File: src/rtl/pulse_period_meter.sv
// Measures the clk-cycle spacing between rising edges of pulse_in and flags a timeout
// after MAX_PERIOD cycles without an edge. Define PPM_SYNC_EN to add a 2-flop input synchronizer.
module pulse_period_meter #(
    parameter int W          = 16,
    parameter int MAX_PERIOD = 1000
) (
    input  logic         clk,
    input  logic         rst,
    input  logic         en,
    input  logic         pulse_in,
    output logic [W-1:0] period,
    output logic         period_valid,
    output logic         timeout,
    output logic         busy
);

    localparam logic [W-1:0] MAX_CNT = W'(MAX_PERIOD);

    typedef enum logic [1:0] {
        IDLE    = 2'd0,
        MEASURE = 2'd1,
        TIMEOUT = 2'd2
    } state_t;

    state_t       state_q, state_d;
    logic [W-1:0] cnt_q, cnt_d;
    logic [W-1:0] period_q, period_d;
    logic         valid_q, valid_d;
    logic         timeout_q, timeout_d;
    logic         busy_q, busy_d;
    logic         pulse_d_q, pulse_d_d;
    logic         pulse_s;
    logic         rise;

`ifdef PPM_SYNC_EN
    logic sync1_q, sync2_q;

    always_ff @(posedge clk or posedge rst) begin
        if (rst) begin
            sync1_q <= 1'b0;
            sync2_q <= 1'b0;
        end else begin
            sync1_q <= pulse_in;
            sync2_q <= sync1_q;
        end
    end

    assign pulse_s = sync2_q;
`else
    assign pulse_s = pulse_in;
`endif

    // Edge detect: the delay flop resets high so a level already high at reset release is not an edge.
    assign pulse_d_d = pulse_s;
    assign rise      = pulse_s & ~pulse_d_q;

    always_comb begin
        state_d   = state_q;
        cnt_d     = cnt_q;
        period_d  = period_q;
        valid_d   = 1'b0;
        timeout_d = timeout_q;

        if (!en) begin
            state_d   = IDLE;
            cnt_d     = '0;
            timeout_d = 1'b0;
        end else begin
            unique case (state_q)
                IDLE: begin
                    cnt_d     = '0;
                    timeout_d = 1'b0;
                    if (rise) begin
                        state_d = MEASURE;
                        cnt_d   = W'(1);
                    end
                end
                MEASURE: begin
                    // A rise coinciding with cnt==MAX_CNT still reports a period.
                    if (rise) begin
                        period_d = cnt_q;
                        valid_d  = 1'b1;
                        cnt_d    = W'(1);
                    end else if (cnt_q == MAX_CNT) begin
                        state_d   = TIMEOUT;
                        timeout_d = 1'b1;
                    end else begin
                        cnt_d = cnt_q + W'(1);
                    end
                end
                TIMEOUT: begin
                    timeout_d = 1'b1;
                    if (rise) begin
                        state_d   = MEASURE;
                        cnt_d     = W'(1);
                        timeout_d = 1'b0;
                    end
                end
                default: begin
                    state_d   = IDLE;
                    cnt_d     = '0;
                    timeout_d = 1'b0;
                end
            endcase
        end

        busy_d = (state_d != IDLE);
    end

    always_ff @(posedge clk or posedge rst) begin
        if (rst) begin
            state_q   <= IDLE;
            cnt_q     <= '0;
            period_q  <= '0;
            valid_q   <= 1'b0;
            timeout_q <= 1'b0;
            busy_q    <= 1'b0;
            pulse_d_q <= 1'b1;
        end else begin
            state_q   <= state_d;
            cnt_q     <= cnt_d;
            period_q  <= period_d;
            valid_q   <= valid_d;
            timeout_q <= timeout_d;
            busy_q    <= busy_d;
            pulse_d_q <= pulse_d_d;
        end
    end

    assign period       = period_q;
    assign period_valid = valid_q;
    assign timeout      = timeout_q;
    assign busy         = busy_q;

endmodule

File: config.mk
export PLATFORM = sky130hd
export DESIGN_NAME = pulse_period_meter
export DESIGN_NICKNAME = d
export VERILOG_FILES = /design/src/rtl/pulse_period_meter.sv
export SDC_FILE = /design/constraint.sdc
export NUM_CORES = 1
export LEC_CHECK = 0
export CAP_MARGIN = 20
export CORE_UTILIZATION = 45
export DETAILED_ROUTE_END_ITERATION = 7
export HOLD_SLACK_MARGIN = 0.06
export PLACE_DENSITY = 0.64
export SETUP_SLACK_MARGIN = 0.2
export SYNTH_ARGS = -nofsm -noshare
export SYNTH_HDL_FRONTEND = slang
export SYNTH_SLANG_ARGS = --single-unit
export TNS_END_PERCENT = 10
File: constraint.sdc
create_clock -name clk -period 4 [get_ports clk]
set_clock_uncertainty 0.05 [all_clocks]
set_input_delay 0.8 -clock clk [delete_from_list [all_inputs] [get_ports clk]]
set_output_delay 0.8 -clock clk [all_outputs]
set_load 0.05 [all_outputs]
# == After elaboration in Yosys (flattened, before gate mapping) ==
# Cells that the tools add are included.
# word_totals
regBits,38
out_inout_bits,19
word_cells,42
# classes
n_addsub,1
eq_ne,7
mux,19
bitwise_logic,2
n_reduce_logical,6
# ops
operator,n
$mux 16,4
$pmux 16 s3,1
$add 16x1->16 const B,1
$eq 16x10->1 const B,1
$ne 3x3->1 const B,3
$mux 1,8
$mux 2,4
$ne 4x4->1 const B,1
$pmux 2 s2,1
$reduce_and 2->1,2
$reduce_and 3->1,1
$eq 2x1->1 const B,1
$eq 2x2->1 const B,1
$logic_not 2->1,1
$pmux 1 s2,1
$reduce_bool 2->1,1
$reduce_or 2->1,1
$and 1x1->1,1
$not 1->1,1

# == Logic depth before layout (Yosys ltp) ==
# Gate-level depths: netlist of run 1.
# logic_depth
depth_word,6
ltp_mapped,8
ltp_nobuf,7

# == Worst setup path after synthesis of run 1 ==
# Ideal clock, no wire load.
# synth_path
path_type,in2reg
from,input pulse_in
to,register period_q[10] (netlist: period[10])
setup_time_ns,0.125
arrival_ns,1.703
setup_slack_ns,2.122
cell_stages,4
path_buffers,1
path_cell_list,and2b_1 > nand3_2 > buf_2 > mux2_2
# synth_between
elab_chain_len,2
# synth_rtl
item,line,source
start: declaration,10,"input logic pulse_in,"
$and 1x1->1,55,assign rise = pulse_s & ~pulse_d_q;
$reduce_and 3->1 (no line),-,
end signal: assignment,122,period_q <= period_d;
end: declaration,27,"logic [W-1:0] period_q, period_d;"
# Every way passes these cells.
# A chain may end at the register's enable or synchronous reset.

# == Worst setup path after layout of run 1 ==
# layout_path
from,input en
to,register cnt_q[7]
# layout_between
elab_chain_len,2
word_cells_on_any_way,4
classes_between,eq/ne: 2; mux: 1; reduce/logical: 1
# layout_rtl
item,line,source
start: declaration,9,"input logic en,"
$ne 4x4->1 (no line) or $ne 3x3->1 (tied branches),-,
$reduce_and 2->1 (no line),-,
end signal: assignment,121,cnt_q <= cnt_d;
end: declaration,26,"logic [W-1:0] cnt_q, cnt_d;"
# Several ways; a longest one is shown, not always the timed one.

==> results of run 1 <==
-- cell families after synthesis --
kind of cell / count (synthesis)
AOI/OAI and AO/OA: 24
buffers and inverters: 12
xor gates and xnor gates: 10
DFF: 38
adders and majority gates: 6
muxes: 15
and+or+nand+nor: 67
-- placed cells by master (no fill, tap or decap), types with 2 or more instances in the layout --
cell type,synthesis,routed
o21ai_0,11,11
nor2_1,5,5
nand3_1,10,10
xor2_1,8,8
clkbuf_8,1,6
inv_1,6,6
and3_1,3,3
mux2_2,14,14
a21oi_1,3,3
nand4_1,3,3
nor2_2,11,11
clkdlybuf4s50_1,0,22
ha_1,6,6
nor2b_1,2,2
nand2_1,17,17
a31oi_1,2,2
dfrtp_1,37,37
nor3_1,4,4
xnor2_1,2,2
a311oi_4,2,2
-- worst max-delay path, delay by kind of cell --
kind / cells / cell delay (ns)
AND/OR/NAND/NOR: 2 / 0.90
buffers and inverters: 1 / 0.64
AO/OA/AOI/OAI: 1 / 0.19
-- final cells by class --
class | instances | area [µm²]
Inverter | 6 | 22.5
Fill cell | 357 | 1800
Clock inverter | 2 | 12.5
Clock buffer | 6 | 82.6
Tap cell | 50 | 62.6
Sequential cell | 38 | 952
Timing Repair Buffer | 23 | 228
Multi-Input combinational cell | 122 | 925
-- registers in the layout (all words and copies together) (netlist names) --
name,count
timeout,1
cnt_q,16
state_q,2
period_valid,1
period,16
busy,1
pulse_d_q,1
-- power breakdown --
part / total, mW / leakage, nW / switching [mW] / internal (mW)
Combinational: 0.0503 / 0.417 / 0.0344 / 0.0159
Clock: 0.277 / 0.0472 / 0.138 / 0.138
Sequential: 0.392 / 0.525 / 0.00291 / 0.389
-- worst max path at each step --
stage,to,depth (start not counted)
CTS,cnt_q[7],4
finish,cnt_q[7],4
floorplan,period[10],4
detailed placement,cnt_q[7],4
global placement,cnt_q[7],4
global route,cnt_q[7],4
-- per-stage QoR --
| step | instances | total power, mW |
|---|---|---|
| after floorplan | 172 | 0.435 |
| after global placement | 239 | 0.449 |
| after detailed placement | 239 | 0.450 |
| after CTS | 247 | 0.730 |
| after global routing | 247 | 0.749 |
| final | 247 | 0.719 |
-- routing by layer --
layer | track usage (%) | vias to the layer above
met5 | 0 | -
met4 | 10.4 | 0
met3 | 4.50 | 9
met2 | 30.4 | 32
met1 | 23.1 | 659
li1 | - | 649
==> metrics.txt, run 1 <==
CP Class=primary input to flop; Final min period=2.44 ns; Starting Density=47.9%; gp weighted congestion=0.896; Reg-to-Reg Start=cnt_q[0]; total negative slack=0 ns; DR DRC count=0; total gr overflow=0; Post-Syn Area=0.00196 mm²; via count=1349; endpoint class of the critical path=flop; largest family of logic cells by synthesized area=simple AND/OR/NAND/NOR gates; min-delay src=period[1]; register area share after synthesis=roughly half; biggest area consumer among synthesized cells=dfrtp_1; initial antenna violation count=0; Post CTS Setup Buffer Count=0; routed len/inst=between 10 and 15 µm; fin util=about 56%; first-pass GRT wire length=between 6000 and 7000 µm; cell chain of the critical path=clkdlybuf4s50_1 -> and3_1 -> nor2_2 -> o22ai_1; IO Pins=23; period utilization=61.0%; worst slack at placement=1.26 ns; row count=23; Setup crit start=en; CTS root buffer=clkbuf_8; Die Ht=68.0 µm; syn nets=roughly 180; top-count cell post-synth=dfrtp_1; DIE AREA=0.00462 mm²; ys async rst share=between 90% and 100%; share of layout cells above drive strength 1=~22%; met3 WL=115 µm; post-synthesis simple-gate area fraction=21.2%; I/O Buffers=22; CP max stage delay=about 0.64 ns; Synthesis Warnings=0; Critical Path Slowest Stage Cell=clkdlybuf4s50_1; Area after DPL=0.00219 mm²; final net count=roughly 200; worst skew pair latency=0.29 ns; hpwl dp=around 2700 µm; synth top area cells=dfrtp_1 (47%), mux2_2 (8.0%), ha_1 (3.8%); Max VDD drop=233 µV; Synth Area in Adders=under 10%; Synth top area share=47.3%; RSZ-0062 raised after global routing=no; largest net degree at the start of global routing=21; Synth Area in XOR/XNOR=between 4 and 5%; syn_area_per_cell=between 10 and 15 µm²; Post-Syn Instances=~170; top routing layer in use=met4; most frequent cells after synthesis=dfrtp_1 (37), nand2_1 (17), mux2_2 (14); hold crit path type=flop to flop; Hold Violations, Final=0; ANT cells=0; Post-CTS Resized=0; pins over their slew limit=0; die width=68.0 µm; Maximum Capacitance Violations=0; Slew headroom=~52%; setup ws final=1.56 ns; hold depth=2; core box area=0.00409 mm²; CP startpoint kind=primary input; final instance area=about 0.0023 mm²; Reg clk slew, reported paths=0.07 ns; mux share of post-synthesis cell area=about 8.6%; status=complete, no violations; Worst EP required=4.10 ns; met2 wire length=1820 µm; Area Growth Syn to Fin=16.6%; Slew @ Worst Pin=between 0.7 and 0.8 ns; Post-Route M1 WL=1640 µm; Peak Freq=0.410 GHz; Hold WS=about 0.45 ns; terminus of the critical flop-to-flop path=cnt_q[7]; DRT Wirelength=3690 µm; final setup vio count=0; CP Max Fanout=11; CTS sink count=38; vias in the first global route=1320; Post-synth EDFFs=0; Bufs on Longest Clock Path=2; top_reg_cell synth=dfrtp_1; #FFs+latches synth=38; CTS tree=done; Antenna Nets Post-Route=0; r2r setup slk=1.92 ns; drt first-iter violations=32; CTS buffer count=5; hold buffer count at CTS=0; CTS H-tree depth=2; count of unique library cells instantiated by Yosys=42; GRT Util Overall=18.9%; DRT Pass-1 Iters=4; number of cells on the worst reg-to-reg path=7; Via density=5.46; Worst EP arrival=2.54 ns; Pleak=0.989 nW; PwrDens=315 mW/mm²; Compound-Gate Fraction of Synth Area=9.13%; WHS Endpoint=period[1]
(Power assumes the default switching activity.)
==> run 2: changes to the inputs <==
--- a/config.mk
+++ b/config.mk
@@ -9,7 +9,7 @@
 export CORE_UTILIZATION = 45
 export DETAILED_ROUTE_END_ITERATION = 7
 export HOLD_SLACK_MARGIN = 0.06
-export PLACE_DENSITY = 0.64
+export PLACE_DENSITY = 0.67
 export SETUP_SLACK_MARGIN = 0.2
 export SYNTH_ARGS = -nofsm -noshare
 export SYNTH_HDL_FRONTEND = slang
==> constraint.sdc (replaced) <==
create_clock -name clk -period 2.08 [get_ports clk]
set_clock_uncertainty 0.05 [all_clocks]
set_input_delay 0.416 -clock clk [delete_from_list [all_inputs] [get_ports clk]]
set_output_delay 0.416 -clock clk [all_outputs]
set_load 0.05 [all_outputs]
==> run 2 against run 1 <==
Count of clock-buffer cells in the layout rose by 1. Critical path depth fell by 3. First-iteration DRC count rose by 84%. Sequential power rose by 92%. Largest cell class unchanged. Largest power group unchanged.
==> metrics.txt, run 2 (synthesis results as in run 1) <==
Bufs on Longest Clock Path=2 (unchanged); core box area=0.00409 mm² (unchanged); NetSw=320 µW (+82%); Hold Violations, Final=0 (unchanged); most frequent cells in the layout=dfrtp_1 (37), clkdlybuf4s50_1 (19), nand2_1 (17); routed len/inst=14.7 µm (-1.3%); Peak Freq=between 0.5 and 0.6 GHz; Register Area=952 µm² (unchanged); largest net degree at the start of global routing=39 (+86%); gp weighted congestion=0.936 (+4.5%); commonest non-fill, non-tap cell in the layout=dfrtp_1; ANT cells=0 (unchanged); fin cells=253 (+2.4%); total gr overflow=0 (unchanged); vias in the first global route=1372 (+3.9%); period utilization=about 93%; Pleak=1.06 nW (+6.9%); Maximum Capacitance Violations=0 (unchanged); Final min period=1.94 ns; CP Max Fanout=2 (-9); Area Growth Syn to Fin=18.9%; CP Class=flop to output port; worst slack at placement=0.00279 ns (-1.26 ns); Slew headroom=66.2% (+15 points); hpwl dp=2710 µm (+0.80%); drt first-iter violations=59 (+84%); Multi-input gate area=925 µm² (unchanged); pins over their slew limit=0 (unchanged); total negative slack=0 ns (unchanged); cell chain of the critical path=clkdlybuf4s50_1; Clock Power Share=37.6% (-0.9 points); DRT Pass-1 Iters=4 (unchanged); # fillers=346 (-3.1%); RSZ-0062 raised after global routing=yes; CP delay by family, top=buffers and inverters; I/O Buffers=22 (unchanged); share of layout cells above drive strength 1=23.6% (+1.8 points); Sw Share=23.3% (-1.1 points); total design power=1.37 mW (+91%); DIE AREA=0.00462 mm² (unchanged); final instance area=0.00233 mm² (+2.0%); setup ws final=0.141 ns (-1.42 ns); DR DRC count=0 (unchanged); r2r setup slk=0.28 ns (-1.64 ns); GRT Util Overall=19.1% (+0.20 points); status=complete, no violations; Post CTS Setup Buffer Count=0 (unchanged); Worst EP arrival=1.47 ns (-1.07 ns); final setup vio count=0 (unchanged); DRT Wirelength=3730 µm (+1.1%); endpoint class of the critical path=output port; internal power=1.05 mW (+93%); Worst EP required=1.61 ns (-2.49 ns); hold crit path type=flop to flop; Antenna Nets Post-Route=0 (unchanged); row count=23 (unchanged); Max VDD drop=311 µV (+33%); Starting Density=47.9% (unchanged); PwrDens=588 mW/mm² (+87%); final net count=212 (+2.9%); logic gate share of total power=7.4% (+0.4 points); via count=1359 (+0.74%); Via density=5.37 (-1.6%); IO Pins=23 (unchanged); CTS tree=done; CP startpoint kind=flop; Die Ht=68.0 µm (unchanged); initial antenna violation count=0 (unchanged); first-pass GRT wire length=6320 µm (+1.4%); Area after DPL=0.00223 mm² (+2.1%); Critical Path Slowest Stage Cell=clkdlybuf4s50_1; worst skew pair latency=0.29 ns (about the same); dpl cells=245 (+2.5%); CTS root buffer=clkbuf_8; CTS sink count=38 (unchanged); Slew @ Worst Pin=0.506 ns (-0.218 ns); die width=68.0 µm (unchanged); CTS H-tree depth=2 (unchanged); Flop pwr share=55.0% (+0.5 points); Buf/Inv on CP=1 (unchanged); CP max stage delay=0.81 ns (+0.17 ns); Reg clk slew, reported paths=0.07 ns (about the same); CTS buffer count=5 (unchanged)
==> run 2: cell types whose count changed in the layout (fill, tap and decap cells not counted), sizes merged <==
cell           change
buf                +6
clkinvlp           -1
dlygate4sd2        +1
clkbuf             +1
dlymetal6s2s       +2
clkdlybuf4s50      -3
==> run 2: layer usage <==
| layer | vias to the layer above | GRT usage (%) | routed length (µm) |
|---|---|---|---|
| met3 | 7 | 5.67 | 144 |
| met5 | - | 0 | 0 |
| met4 | 0 | 9.38 | 71 |
| li1 | 656 | - | - |
| met1 | 655 | 23.4 | 1720 |
| met2 | 41 | 30.4 | 1790 |
==> run 2: final cells by class <==
class,instances,share of cell area [%]
Clock buffer,7,3.71
Clock inverter,1,0.215
Inverter,6,0.967
Multi-Input combinational cell,122,39.7
Sequential cell,38,40.9
Tap cell,50,2.69
Timing Repair Buffer,29,11.9
==> run 2: power by group through the flow <==
| stage | registers, mW | clock network [mW] | logic, mW |
|---|---|---|---|
| floorplan | 0.783 | 0 | 0.0539 |
| CTS | 0.753 | 0.538 | 0.105 |
| global route | 0.754 | 0.566 | 0.114 |
| global placement | 0.767 | 0 | 0.102 |
| finish | 0.753 | 0.515 | 0.102 |
| detailed placement | 0.768 | 0 | 0.104 |
==> run 2: through the flow <==
stage                     utilization [%]  hold slack (ns)
after floorplan                         -            0.370
after global placement               54.7            0.414
after detailed placement             54.7            0.420
after CTS                            56.9            0.437
after global routing                 57.0            0.476
final                                57.0            0.428
==> run 2: tightest hold or removal path, stage by stage (launching register included) <==
cell     delay [ns]
dfrtp_1        0.35
nand2_1        0.04
o21ai_0        0.05
==> run 2: path summary, 6_finish.rpt <==
| kind | startpoint | endpoint | cells after the start |
|---|---|---|---|
| setup / recovery | period[3] | period[3] | 1 |
| hold / removal | period[1] | period[1] | 2 |
| setup reg to reg | state_q[0] | cnt_q[8] | 6 |
| hold reg to reg | period[1] | period[1] | 2 |
| max in group asynchronous | rst | pulse_d_q | 3 |
| min in group asynchronous | rst | period[2] | 3 |
==> run 2: what timing repair did <==
action	4_1_cts	5_1_grt
hold buffers	0	0
hold endpoints to repair	0	0
endpoints found under the setup margin	19	26
resized for setup	1	2
